<file path="src/rtl/carregador_programa_pkg.sv">
// rtl/carregador_programa_pkg.sv - shared state encoding and word geometry for the program loader
package carregador_programa_pkg;

    localparam int BYTES_POR_PALAVRA = 4;

    typedef enum logic [2:0] {
        OCIOSO  = 3'd0,
        RECEBE  = 3'd1,
        ESCREVE = 3'd2,
        FIM     = 3'd3,
        CHECA   = 3'd4
    } estado_t;

endpackage

</file>
<file path="src/rtl/carregador_programa_empacotador.sv">
// rtl/carregador_programa_empacotador.sv - big-endian byte-to-word packer (empacotador_palavra)
module empacotador_palavra
    import carregador_programa_pkg::*;
(
    input  logic        clk,
    input  logic        rst_n,
    input  logic        limpa,
    input  logic        captura,
    input  logic [7:0]  byte_dado,
    output logic [31:0] palavra_seguinte,
    output logic        word_completa
);

    logic [31:0] palavra;
    logic [1:0]  contagem;

    // The word as it will look once the byte on byte_dado is shifted in
    assign palavra_seguinte = {palavra[23:0], byte_dado};
    assign word_completa    = captura && (contagem == 2'(BYTES_POR_PALAVRA - 1));

    // Shift register and byte counter; the counter wraps naturally after the 4th byte
    always_ff @(posedge clk or negedge rst_n) begin
        if (!rst_n) begin
            palavra  <= '0;
            contagem <= '0;
        end else if (limpa) begin
            palavra  <= '0;
            contagem <= '0;
        end else if (captura) begin
            palavra  <= palavra_seguinte;
            contagem <= contagem + 2'd1;
        end
    end

endmodule

</file>
<file path="src/rtl/carregador_programa.sv">
// rtl/carregador_programa.sv - instruction memory program loader; optional CHECKSUM_EN adds a trailing XOR check byte
module carregador_programa
    import carregador_programa_pkg::*;
#(
    parameter int NUM_PALAVRAS = 64,
    parameter int LARGURA_IDX  = 6
) (
    input  logic                   clk,
    input  logic                   rst_n,
    input  logic                   inicio,
    input  logic [LARGURA_IDX:0]   tamanho,
    input  logic                   byte_valido,
    input  logic [7:0]             byte_dado,
    output logic                   byte_pronto,
    output logic                   mem_escrita,
    output logic [31:0]            mem_endereco,
    output logic [31:0]            mem_dado,
    output logic                   cpu_espera,
    output logic                   ocupado,
    output logic                   concluido,
    output logic                   erro
);

    localparam logic [LARGURA_IDX:0] LIMITE = (LARGURA_IDX+1)'(NUM_PALAVRAS);

    estado_t                estado, estado_prox;
    logic [LARGURA_IDX:0]   tamanho_r;
    logic [LARGURA_IDX:0]   indice;
    logic [LARGURA_IDX-1:0] endereco_r;
    logic [31:0]            dado_r;
    logic                   erro_r;
    logic                   captura;
    logic                   word_completa;
    logic [31:0]            palavra_seguinte;
    logic                   inicio_aceito;
    logic                   ultima_palavra;
`ifdef CHECKSUM_EN
    logic [7:0]             soma_xor;
`endif

    // A start is taken only from idle and only for a size the memory can hold
    assign inicio_aceito  = (estado == OCIOSO) && inicio && (tamanho <= LIMITE);
    assign captura        = byte_valido && (estado == RECEBE);
    assign ultima_palavra = ((indice + 1'b1) == tamanho_r);

    assign mem_endereco = {{(32-LARGURA_IDX-2){1'b0}}, endereco_r, 2'b00};
    assign mem_dado     = dado_r;
    assign ocupado      = (estado != OCIOSO);
    assign cpu_espera   = (estado != OCIOSO);
    assign erro         = erro_r;

    empacotador_palavra u_empacotador (
        .clk              (clk),
        .rst_n            (rst_n),
        .limpa            (inicio_aceito),
        .captura          (captura),
        .byte_dado        (byte_dado),
        .palavra_seguinte (palavra_seguinte),
        .word_completa    (word_completa)
    );

    // State register
    always_ff @(posedge clk or negedge rst_n) begin
        if (!rst_n) begin
            estado <= OCIOSO;
        end else begin
            estado <= estado_prox;
        end
    end

    // Next-state and per-state strobes
    always_comb begin
        estado_prox = estado;
        byte_pronto = 1'b0;
        mem_escrita = 1'b0;
        concluido   = 1'b0;
        case (estado)
            OCIOSO: begin
                if (inicio_aceito) begin
                    estado_prox = (tamanho == '0) ? FIM : RECEBE;
                end
            end
            RECEBE: begin
                byte_pronto = 1'b1;
                if (word_completa) begin
                    estado_prox = ESCREVE;
                end
            end
            ESCREVE: begin
                mem_escrita = 1'b1;
                if (ultima_palavra) begin
`ifdef CHECKSUM_EN
                    estado_prox = CHECA;
`else
                    estado_prox = FIM;
`endif
                end else begin
                    estado_prox = RECEBE;
                end
            end
            FIM: begin
                concluido   = 1'b1;
                estado_prox = OCIOSO;
            end
`ifdef CHECKSUM_EN
            CHECA: begin
                byte_pronto = 1'b1;
                if (byte_valido) begin
                    estado_prox = FIM;
                end
            end
`endif
            default: begin
                estado_prox = OCIOSO;
            end
        endcase
    end

    // Load bookkeeping: size, word index, held write address/data and the error flag
    always_ff @(posedge clk or negedge rst_n) begin
        if (!rst_n) begin
            tamanho_r  <= '0;
            indice     <= '0;
            endereco_r <= '0;
            dado_r     <= '0;
            erro_r     <= 1'b0;
        end else begin
            if ((estado == OCIOSO) && inicio) begin
                if (tamanho > LIMITE) begin
                    erro_r <= 1'b1;
                end else begin
                    erro_r    <= 1'b0;
                    tamanho_r <= tamanho;
                    indice    <= '0;
                end
            end
            // Capture the finished word so address/data stay put after the write strobe
            if (word_completa) begin
                dado_r     <= palavra_seguinte;
                endereco_r <= indice[LARGURA_IDX-1:0];
            end
            if (estado == ESCREVE) begin
                indice <= indice + 1'b1;
            end
`ifdef CHECKSUM_EN
            if ((estado == CHECA) && byte_valido && (byte_dado != soma_xor)) begin
                erro_r <= 1'b1;
            end
`endif
        end
    end

`ifdef CHECKSUM_EN
    // Running XOR over every data byte of the current load
    always_ff @(posedge clk or negedge rst_n) begin
        if (!rst_n) begin
            soma_xor <= '0;
        end else if (inicio_aceito) begin
            soma_xor <= '0;
        end else if (captura) begin
            soma_xor <= soma_xor ^ byte_dado;
        end
    end
`endif

endmodule

</file>
<file path="config.mk">
export PLATFORM = sky130hd
export DESIGN_NAME = carregador_programa
export DESIGN_NICKNAME = d
export VERILOG_FILES = /design/src/rtl/carregador_programa_pkg.sv /design/src/rtl/carregador_programa_empacotador.sv /design/src/rtl/carregador_programa.sv
export SDC_FILE = /design/constraint.sdc
export NUM_CORES = 1
export LEC_CHECK = 0
export ABC_CLOCK_PERIOD_IN_PS = 2500
export BUFFER_PORTS_ARGS = -buffer_cell sky130_fd_sc_hd__buf_2
export CORE_UTILIZATION = 45
export CTS_CLUSTER_DIAMETER = 150
export DETAILED_ROUTE_END_ITERATION = 6
export PLACE_DENSITY = 0.69
export SLEW_MARGIN = 20
export SYNTH_ARGS = -nofsm -noshare
export SYNTH_HDL_FRONTEND = slang
export SYNTH_HIERARCHICAL = 1
export SYNTH_SLANG_ARGS = --single-unit
export TNS_END_PERCENT = 1
</file>
<file path="constraint.sdc">
create_clock -name clk -period 2.5 [get_ports clk]
set_input_delay 0.125 -clock clk [delete_from_list [all_inputs] [get_ports clk]]
set_output_delay 0.125 -clock clk [all_outputs]
set_load 0.01 [all_outputs]
</file>
== After elaboration in Yosys (flattened, before gate mapping) ==
Cells that the tools add are included.
Widths: inputs -> output; s select.

* Register bits: 82
* Input port bits: 19

* $add $sub $neg: 2
* $lt $le $gt $ge: 2
* Eq/ne operators: 8
* Multiplexer cells: 16
* Bitwise gates (word level): 1
* Reductions and logical operators: 12

{| class="wikitable"
|+ Operators with widths
! operator !! count
|-
| $mux 24 || 2
|-
| $mux 7 || 3
|-
| $pmux 3 s3 || 1
|-
| $mux 2 || 4
|-
| $add 7x1->7 const B || 1
|-
| $eq 7x7->1 || 1
|-
| $gt 7x7->1 const B || 1
|-
| $le 7x7->1 const B || 1
|-
| $logic_not 7->1 || 1
|-
| $eq 3x2->1 const B || 2
|-
| $mux 3 || 2
|-
| $reduce_and 2->1 || 3
|-
| $logic_and 1x1->1 || 4
|-
| $mux 1 || 4
|-
| $ne 2x1->1 const B || 2
|-
| $reduce_bool 2->1 || 2
|-
| $eq 3x1->1 const B || 1
|-
| $logic_not 3->1 || 1
|-
| $reduce_bool 3->1 || 1
|-
| $add 2x1->2 const B || 1
|-
| $eq 2x2->1 const B || 1
|-
| $ne 2x2->1 const B || 1
|-
| $not 1->1 || 1
|}

== Depth between registers and ports, before layout ==
Gate-level depths: netlist of run 1.

* Word-level depth: 5
* Gate-level depth with buffers: 9
* Mapped depth without buffers: 6

== Modules after synthesis ==
Netlist of run 1, hierarchy kept.

{| class="wikitable"
|+ Modules (own cells, without submodules)
! module !! times used !! cells an instance !! area an instance (um^2) !! seq. area each (um^2)
|-
| carregador_programa || 1 || 206 || 2583.7 || 1376.3
|-
| empacotador_palavra || 1 || 94 || 1153.6 || 650.6
|}

== Worst setup path before layout of run 1 ==
No wires, ideal clock.

* Path kind: register -> register
* Start point: register estado[1]
* End point: register endereco_r[5]
* Arrival: 1.955 ns
* Required time: 2.375 ns
* Path slack: 0.420 ns
* Cell stages (with the launch flop): 9
* Clock period less this slack: 2.080 ns
* Cells stage by stage: dfrtp_1 nand2b_1 inv_1 and2_1 buf_6 buf_12 and2_1 buf_1 mux2_2

* Longest elaborated chain between the ends: 3

{| class="wikitable"
|+ Ends and longest elaborated chain
! item !! RTL line !! source
|-
| start, declared || carregador_programa.sv:26 || <nowiki>estado_t estado, estado_prox;</nowiki>
|-
| start signal, assigned || carregador_programa.sv:67 || <nowiki>estado <= estado_prox;</nowiki>
|-
| $eq 3x1->1 || carregador_programa.sv:43 || <nowiki>assign captura = byte_valido && (estado == RECEBE);</nowiki>
|-
| $logic_and 1x1->1 || carregador_programa.sv:43 ||
|-
| named net captura || carregador_programa.sv:32 || <nowiki>logic captura;</nowiki>
|-
| $logic_and 1x1->1 || carregador_programa_empacotador.sv:19 || <nowiki>assign word_completa = captura && (contagem == 2'(BYTES_POR_PALAVRA - 1));</nowiki>
|-
| named net word_completa || carregador_programa.sv:33 || <nowiki>logic word_completa;</nowiki>
|-
| end signal, assigned || carregador_programa.sv:140 || <nowiki>endereco_r <= indice[LARGURA_IDX-1:0];</nowiki>
|-
| end, declared || carregador_programa.sv:29 || <nowiki>logic [LARGURA_IDX-1:0] endereco_r;</nowiki>
|}

The timed path passes the listed nets, and every way through them passes these cells.
A chain may end at the register's enable or synchronous reset.

== Worst setup path after layout of run 1 ==
* Start point: register estado[0]
* End point: register indice[2]

* Longest elaborated chain between the ends: 4
* Elaborated cells on any way between the ends: 7
* Those cells by class: 2 x eq/ne; 1 x mux; 4 x reduce/logical

{| class="wikitable"
|+ Ends and longest elaborated chain
! item !! RTL line !! source
|-
| $logic_not 3->1 || carregador_programa.sv:128 || <nowiki>if ((estado == OCIOSO) && inicio) begin</nowiki>
|-
| $logic_and 1x1->1 || carregador_programa.sv:128 ||
|-
| $reduce_bool 2->1 (no line) || -- ||
|-
| $reduce_and 2->1 (no line) || -- ||
|-
| end signal, assigned || carregador_programa.sv:143 || <nowiki>indice <= indice + 1'b1;</nowiki>
|-
| end, declared || carregador_programa.sv:28 || <nowiki>logic [LARGURA_IDX:0] indice;</nowiki>
|}

Parallel ways exist; a longest one is shown, timed or not.

==> reports/results.ini, run 1 <==
[timing]
finalClockSkew_ps = 11.1
finalSetupViolCount = 0
timing.hold.ws_ps = 27.0
fin_crit_ps = 1820
layout_worst_path_cycle_share_pct = 72.8
hold_viol_final = 0
fmax_mhz = 550
tightest_slew_ps = 710
grt_setup_unrepaired = no
maxSlewHeadroom_pct = 52.7
maxSlewViolCount = 0
fin_tns_setup_ps = 0

[clock_tree]
cts_setup_buffers = 0
clock_sinks = 81
clkLatencyLatePin_ps = 350
cts_resized = 0
cts.path.max_buffers = 2
cts-root-buf = clkbuf_8
cts.clk_slew.worst_paths_ps = 80
cts_tree = done
cts_buffers = 9
cts_hold_buf = 3
htreeDepth = 3

[power_and_ir_drop]
vdd_drop_max_mv = 0.501
p_comb_share_pct = 33.9
p_sw_share_pct = 34.0
pwr_density_cell_nw_per_um2 = 1180
p_leak_nw = 2.12
clkPwrFrac_pct = 21.3
power_frac_seq_pct = 44.8
p_int_mw = 3.27
power.total_mw = 4.95
switching_power_mw = 1.68

[logic_synthesis]
netlist_area_sq_um = 3740
synth-seq-area-share_pct = 54.2
yosys_warnings = 6
syn_avg_cell_area_sq_um = 12.5
syn_inst = 300
ys_types = 39
ys_ff_latch = 81

[floorplanning]
ios = 89
die_h_microns = 93.1
rows = 32
start_util_pct = 47.4
core_sq_um = 7890
die-area_sq_um = 8670
die_w_microns = 93.1

[cells_and_area]
final_cells = 462
final_core_util_pct = 53.1
layout_commonest_cell = dfrtp_1
layout_common_cells = 81 x dfrtp_1, 61 x buf_2, 38 x mux2_2
area_delta_synth_final_pct = 12.1
layout.nets = 376
drive_gt1_share_pct = 37.5
antenna_cells = 0

[global_routing]
grt_pass1_wl_microns = 10700
track_usage_pct = 16.2
grt_pass1_vias = 2162
grt_max_degree = 82
antenna_found_initial = 0
grt_overflow = 0

[detailed_routing]
drc = 0
drt-pass1-iter-count = 4
drt_wl_total_microns = 6320
detail_route.wl_per_cell_microns = 13.7
antenna_left = 0
dr.first_iter.drc_count = 81
viasPerCell = 4.87
vias = 2249

[worst_setup_path]
reg2reg_to = indice[2]
worstSetupPathType = reg2reg
regToRegSetupSlack_ps = 680
timing.rr.start = estado[0]
critPathCaptureType = flop
arrival_ps = 2060
start_kind = flop
cp.required_ps = 2740
path_max_fanout = 13
rr_worst_depth = 5

[min_path]
hold_path_startpoint = byte_dado[5]
whs_path_depth = 2
holdPathEnd = mem_dado[5]
hold_class = in2reg

[placement]
gp_congestion = 0.773
hpwl_microns = 4200
dp_cells = 443
numPortBuffers = 62

[status]
status = completed

[job]
cap_violations = 0

## how the worst max path moves through the flow
stage	start	end	slack (ps)	cells after the start
after floorplan	estado[1]	endereco_r[5]	420	8
after global placement	estado[0]	indice[2]	720	5
after detailed placement	estado[0]	estado[0]	710	4
after CTS	estado[0]	indice[2]	680	5
after global routing	estado[0]	indice[6]	500	5
final	estado[0]	indice[2]	680	5
## routing by layer
layer | vias to the layer above | GRT usage (%) | part of all wire [%]
li1 | 1071 | - | -
met4 | 0 | 7.69 | 2.2
met3 | 12 | 4.88 | 5.7
met1 | 1087 | 22.6 | 47
met2 | 79 | 23.2 | 45
met5 | - | 0 | 0
## critical path, cell delays in order, from the launching register on
cell and delay (ps):
dfrtp_1 440, nand2b_1 430, inv_1 200, a21oi_1 420, o21ai_1 130, o31ai_1 90
## state kept, by name, summed over array words and instances, names as in the netlist
signal	flops
u_empacotador/contagem	2
indice	7
erro	1
mem_dado	32
tamanho_r	7
estado	2
endereco_r	6
u_empacotador/palavra	24
## Yosys cell counts, drive strengths merged
library cell	instances	share of area [%]
nand3	4	0.54
and3	2	0.33
o31ai	3	0.60
xnor2	10	2.3
and2	3	0.50
mux2i	25	6.7
nand3b	1	0.20
ha	2	0.67
o21ai	8	1.1
inv	6	0.60
nand2	6	0.80
a21o	1	0.23
a31oi	4	0.67
nor4	2	0.67
or2	1	0.17
dfrtp	81	54
clkbuf	3	0.33
buf	46	9.4
nand2b	2	0.33
conb	1	0.10
a41oi	1	0.23
nor2	35	3.8
nor2b	1	0.17
a21oi	4	0.54
o32ai	1	0.23
mux2	44	14
a211oi	1	0.20
xor2	2	0.47
## cells by family (layout without fill, tap and decap cells)
| group | after synthesis | in the layout | synth area share (%) |
|---|---|---|---|
| AOI/OAI and AO/OA | 23 | 23 | 3.78 |
| other | 1 | 26 | 0.100 |
| DFF | 81 | 81 | 54.2 |
| muxes | 69 | 69 | 20.6 |
| and+or+nand+nor | 57 | 57 | 7.50 |
| xor gates and xnor gates | 12 | 12 | 2.81 |
| buffers and inverters | 55 | 90 | 10.3 |
| adders and majority gates | 2 | 2 | 0.669 |
## metrics by stage
step | area [sq um] | setup WS [ps]
after detailed placement | 3930 | 708
final | 4190 | 681
after global routing | 4190 | 496
after CTS | 4190 | 676
after global placement | 3930 | 722
after floorplan | 3830 | 420
## layout make-up
cell class | count | area [sq um]
Clock buffer | 9 | 124
Clock inverter | 7 | 98.8
Fill cell | 689 | 3700
Inverter | 6 | 22.5
Multi-Input combinational cell | 189 | 1420
Sequential cell | 81 | 2030
Tap cell | 102 | 128
Timing Repair Buffer | 68 | 369
## power by group through the flow
stage	Clock, mW	Combinational, mW	Sequential [mW]
3_5_place_dp	0	1.69	2.24
4_1_cts	1.08	1.71	2.22
6_report	1.06	1.68	2.22
5_1_grt	1.14	1.86	2.30
3_3_place_gp	0	1.64	2.23
2_1_floorplan	0	1.20	2.26
No activity file was read; power rests on OpenSTA's default activity.
==> run 2, diff against run 1 <==
--- a/config.mk
+++ b/config.mk
@@ -5,12 +5,12 @@
 export SDC_FILE = /design/constraint.sdc
 export NUM_CORES = 1
 export LEC_CHECK = 0
-export ABC_CLOCK_PERIOD_IN_PS = 2500
+export ABC_CLOCK_PERIOD_IN_PS = 1650
 export BUFFER_PORTS_ARGS = -buffer_cell sky130_fd_sc_hd__buf_2
 export CORE_UTILIZATION = 45
 export CTS_CLUSTER_DIAMETER = 150
 export DETAILED_ROUTE_END_ITERATION = 6
-export PLACE_DENSITY = 0.69
+export PLACE_DENSITY = 0.72
 export SLEW_MARGIN = 20
 export SYNTH_ARGS = -nofsm -noshare
 export SYNTH_HDL_FRONTEND = slang
==> constraint.sdc (replaced) <==
create_clock -name clk -period 1.65 [get_ports clk]
set_input_delay 0.0825 -clock clk [delete_from_list [all_inputs] [get_ports clk]]
set_output_delay 0.0825 -clock clk [all_outputs]
set_load 0.01 [all_outputs]
==> reports/results.ini, run 2 (synthesis gave the netlist of run 1 again) <==
[timing]
fmax_mhz = 624  ; was 550 MHz
timing.hold.ws_ps = 24.9  ; was 27.0 ps
grt_setup_unrepaired = yes  ; was no
finalSetupViolCount = 0  ; unchanged
fin_crit_ps = 1600  ; was 1820 ps
finalClockSkew_ps = 9.76  ; was 11.1 ps
maxSlewViolCount = 0  ; unchanged
layout_worst_path_cycle_share_pct = 97.1  ; was 72.8%
hold_viol_final = 0  ; unchanged

[worst_setup_path]
crit_start = indice[1]  ; was estado[0]
critPathCaptureType = flop  ; unchanged
start_kind = flop  ; unchanged
timing.rr.start = indice[1]  ; was estado[0]
arrival_ps = 1870  ; was 2060 ps
cp_cell_sequence = ha_2, and3_4, nand3_1, xnor2_1, a41oi_1, a21oi_1  ; was nand2b_1, inv_1, a21oi_1, o21ai_1, o31ai_1
crit_buf_inv = 0  ; was 1
critPathTopFamily = flip-flops  ; was compound AO/OA/AOI/OAI gates
worstSetupPathType = reg2reg  ; unchanged
path_max_fanout = 4  ; was 13
cp.required_ps = 1920  ; was 2740 ps
cp_slowest_cell = dfrtp_1  ; unchanged
slowest_delay_ps = 410  ; was 440 ps

[detailed_routing]
dr.first_iter.drc_count = 133  ; was 81
vias = 2374  ; was 2249
drc = 0  ; unchanged
drt_wl_total_microns = 6930  ; was 6320 microns
drt-pass1-iter-count = 4  ; unchanged
viasPerCell = 4.93  ; was 4.87
antenna_left = 0  ; unchanged
detail_route.wl_per_cell_microns = 14.4  ; was 13.7 microns

[cells_and_area]
layout.nets = 396  ; was 376
largest_reg_flops = 32  ; unchanged
area_delta_synth_final_pct = 20.9  ; was 12.1%
layout_common_cells = 80 x dfrtp_1, 61 x buf_2, 33 x nor2_1  ; was 81 x dfrtp_1, 61 x buf_2, 38 x mux2_2
layout_commonest_cell = dfrtp_1  ; unchanged
fillers = 655  ; was 689
final_cells = 482  ; was 462
antenna_cells = 0  ; unchanged
drive_gt1_share_pct = 38.9  ; was 37.5%
final_area_sq_um = 4520  ; was 4190 sq um

[min_path]
hold_path_startpoint = tamanho[6]  ; was byte_dado[5]
hold_class = in2reg  ; unchanged

[power_and_ir_drop]
pwr_density_cell_nw_per_um2 = 1760  ; was 1180 nW/um^2
p_leak_nw = 2.25  ; was 2.12 nW
power.total_mw = 7.95  ; was 4.95 mW
vdd_drop_max_mv = 0.556  ; was 0.501 mV

[clock_tree]
cts.clk_slew.worst_paths_ps = 80  ; about the same
cts_buffers = 9  ; unchanged
clkLatencyLatePin_ps = 350  ; about the same
htreeDepth = 3  ; unchanged
cts_tree = done  ; unchanged
cts-root-buf = clkbuf_8  ; unchanged
cts.path.max_buffers = 2  ; unchanged
clock_sinks = 81  ; unchanged

[floorplanning]
core_sq_um = 7890  ; unchanged
ios = 89  ; unchanged
rows = 32  ; unchanged
start_util_pct = 47.4  ; unchanged
die-area_sq_um = 8670  ; unchanged
die_h_microns = 93.1  ; unchanged
die_w_microns = 93.1  ; unchanged

[placement]
dpl-instance-area_sq_um = 4110  ; was 3930 sq um
gp_congestion = 0.804  ; was 0.773
hpwl_microns = 4630  ; was 4200 microns
dp_cells = 451  ; was 443
numPortBuffers = 62  ; unchanged

[job]
cap_violations = 0  ; unchanged

[global_routing]
grt_pass1_vias = 2355  ; was 2162
grt_max_degree = 49  ; was 82
track_usage_pct = 17.2  ; was 16.2%
antenna_found_initial = 0  ; unchanged
grt_overflow = 0  ; unchanged
grt_pass1_wl_microns = 11500  ; was 10700 microns

[status]
status = completed  ; unchanged

run 2: area by class of cell:
| class | instances | area (sq um) | share of cell area, % |
|---|---|---|---|
| flip-flops and latches | 81 | 2030 | 44.9 |
| multi-input cells | 189 | 1490 | 32.9 |
| repair buffers | 88 | 608 | 13.5 |
| clock buffers | 10 | 128 | 2.82 |
| well taps | 102 | 128 | 2.82 |
| clock inverters | 6 | 115 | 2.55 |
| inverters | 6 | 25.0 | 0.554 |
run 2: final timing paths:
check | endpoint | slack [ps] | depth (start not counted)
max reg2reg | estado[1] | 50 | 6
min | tamanho_r[6] | 20 | 3
max in group asynchronous | mem_dado[31] | 810 | 3
min in group asynchronous | erro | 230 | 2
min reg2reg | erro | 500 | 2
max | estado[1] | 50 | 6
run 2: power breakdown:
group | internal [mW] | total (mW) | switching [mW]
combinational | 1.52 | 2.86 | 1.34
clock | 1.01 | 1.74 | 0.730
sequential | 2.79 | 3.34 | 0.550
run 2: layer usage:
layer	GRT usage (%)	wire length (microns)	vias to the layer above
met3	4.72	331	10
met1	22.8	3200	1186
met4	6.28	119	0
li1	-	-	1106
met2	27.0	3290	72
met5	0	0	-
run 2: per-stage QoR:
step | utilization [%] | TNS [ps] | setup WS [ps]
after global routing | 57.3 | -24.9 | -24.9
after floorplan | - | -5430 | -124
final | 57.3 | 0 | 47.1
after detailed placement | 52.0 | 0 | 61.9
after global placement | 52.0 | 0 | 137
after CTS | 57.0 | 0 | 13.0
run 2: worst reg2reg max path: cells and delay by family (launching register included):
family | cells | cell delay (ps)
AO/OA/AOI/OAI | 2 | 340
XOR/XNOR | 1 | 220
adder cells (fa/ha/maj) | 1 | 230
flip-flops | 1 | 410
AND/OR/NAND/NOR | 2 | 330
run 2: repair_timing:
action | in CTS | in global routing
endpoints found under the hold margin | 54 | 0
setup buffers | 0 | 0
setup endpoints to repair | 0 | 39
hold buffers | 15 | 0
resized for setup | 0 | 5
==> run 3, diff against run 2 <==
--- a/config.mk
+++ b/config.mk
@@ -7,10 +7,9 @@
 export LEC_CHECK = 0
 export ABC_CLOCK_PERIOD_IN_PS = 1650
 export BUFFER_PORTS_ARGS = -buffer_cell sky130_fd_sc_hd__buf_2
-export CORE_UTILIZATION = 45
+export CORE_UTILIZATION = 40
 export CTS_CLUSTER_DIAMETER = 150
 export DETAILED_ROUTE_END_ITERATION = 6
-export PLACE_DENSITY = 0.72
 export SLEW_MARGIN = 20
 export SYNTH_ARGS = -nofsm -noshare
 export SYNTH_HDL_FRONTEND = slang
==> reports/results.ini, run 3 (synthesis gave the netlist of run 1 again) <==
[status]
status = completed  ; unchanged

[worst_setup_path]
critPathCaptureType = flop  ; unchanged
cp.required_ps = 1890  ; was 1920 ps
crit_start = estado[1]  ; was indice[1]
worstSetupPathType = reg2reg  ; unchanged
regToRegSetupSlack_ps = 60  ; was 50 ps
path_max_fanout = 22  ; was 4
start_kind = flop  ; unchanged
timing.rr.start = estado[1]  ; was indice[1]
arrival_ps = 1820  ; was 1870 ps

[cells_and_area]
final_cells = 490  ; was 482
layout.nets = 399  ; was 396
multi_input_area_sq_um = 1500  ; was 1490 sq um
layout_common_cells = 80 x dfrtp_1, 61 x buf_2, 33 x nor2_1  ; unchanged
layout_commonest_cell = dfrtp_1  ; unchanged
fillers = 801  ; was 655
final_core_util_pct = 50.9  ; was 57.3%
area_delta_synth_final_pct = 21.0  ; was 20.9%
antenna_cells = 0  ; unchanged
largest_reg_flops = 32  ; unchanged
drive_gt1_share_pct = 39.8  ; was 38.9%
regArea_sq_um = 2030  ; unchanged

[floorplanning]
ios = 89  ; unchanged
rows = 34  ; was 32
die_h_microns = 98.7  ; was 93.1 microns
die_w_microns = 98.7  ; was 93.1 microns
core_sq_um = 8890  ; was 7890 sq um
die-area_sq_um = 9730  ; was 8670 sq um
start_util_pct = 42.0  ; was 47.4%

[clock_tree]
cts_setup_buffers = 0  ; unchanged
cts.path.max_buffers = 2  ; unchanged
htreeDepth = 3  ; unchanged
clkLatencyLatePin_ps = 360  ; was 350 ps
clock_sinks = 81  ; unchanged
cts_buffers = 9  ; unchanged
cts.clk_slew.worst_paths_ps = 80  ; about the same
cts-root-buf = clkbuf_8  ; unchanged
cts_tree = done  ; unchanged

[power_and_ir_drop]
vdd_drop_max_mv = 0.633  ; was 0.556 mV
pwr_density_cell_nw_per_um2 = 1720  ; was 1760 nW/um^2
p_leak_nw = 2.26  ; was 2.25 nW
power.total_mw = 7.79  ; was 7.95 mW

[detailed_routing]
antenna_left = 0  ; unchanged
detail_route.wl_per_cell_microns = 14.3  ; was 14.4 microns
drt_wl_total_microns = 7010  ; was 6930 microns
drt-pass1-iter-count = 4  ; unchanged
drc = 0  ; unchanged
viasPerCell = 4.80  ; was 4.93
vias = 2354  ; was 2374
dr.first_iter.drc_count = 97  ; was 133

[timing]
timing.hold.ws_ps = 21.2  ; was 24.9 ps
grt_setup_unrepaired = yes  ; unchanged
fin_crit_ps = 1590  ; was 1600 ps
finalClockSkew_ps = 16.0  ; was 9.76 ps
maxSlewViolCount = 0  ; unchanged
finalSetupViolCount = 0  ; unchanged
hold_viol_final = 0  ; unchanged
layout_worst_path_cycle_share_pct = 96.1  ; was 97.1%
fmax_mhz = 631  ; was 624 MHz

[global_routing]
grt_overflow = 0  ; unchanged
grt_pass1_vias = 2279  ; was 2355
grt_max_degree = 38  ; was 49
antenna_found_initial = 0  ; unchanged
track_usage_pct = 15.4  ; was 17.2%
grt_pass1_wl_microns = 11600  ; was 11500 microns

[placement]
numPortBuffers = 62  ; unchanged
dp_cells = 459  ; was 451
hpwl_microns = 4710  ; was 4630 microns
gp_congestion = 0.804  ; unchanged

[min_path]
hold_path_startpoint = inicio  ; was tamanho[6]
hold_class = in2reg  ; unchanged

[job]
cap_violations = 0  ; unchanged

-- run 3: worst paths after layout --
path / cells after the start / end
max in group asynchronous: 3 / endereco_r[1]
min in group asynchronous: 2 / indice[5]
hold reg to reg: 1 / mem_dado[28]
setup / recovery: 6 / mem_dado[6]
setup reg to reg: 6 / mem_dado[6]
hold / removal: 3 / estado[1]
-- run 3: where the power goes --
part,switching [mW],internal [mW]
logic,1.32,1.51
registers,0.573,2.79
clock network,0.736,0.852
-- run 3: layer usage --
metal | vias to the layer above | routed length (microns) | global-route usage [%]
li1 | 1108 | - | -
met1 | 1172 | 3450 | 21.2
met2 | 65 | 3190 | 23.5
met3 | 9 | 255 | 3.48
met4 | 0 | 124 | 6.89
met5 | - | 0 | 0
-- run 3: through the flow --
| step | setup TNS [ps] | setup WS [ps] | cell area [sq um] |
|---|---|---|---|
| 2_1_floorplan | -5430 | -124 | 3930 |
| 3_3_place_gp | 0 | 87.6 | 4120 |
| 3_5_place_dp | 0 | 48.5 | 4120 |
| 4_1_cts | 0 | 26.2 | 4490 |
| 5_1_grt | -6.33 | -6.33 | 4520 |
| 6_report | 0 | 65.0 | 4520 |
-- run 3: what timing repair did --
action,in CTS,in global routing
endpoints found under the setup margin,0,34
hold buffers,16,0
hold endpoints to repair,54,0
gates resized for setup,0,8
-- run 3: cell type report --
type	instances	share of cell area, %
Tap cell	108	2.99
Clock inverter	6	1.99
Timing Repair Buffer	91	13.7
Multi-Input combinational cell	189	33.1
Clock buffer	9	2.74
Inverter	6	0.553
Sequential cell	81	44.9
-- run 3: worst max-delay path, cell delays in order, from the launching register on --
cell,delay [ps]
dfrtp_1,430
nand2b_4,170
inv_4,50
and2_4,130
and2_4,170
buf_12,180
mux2_2,350
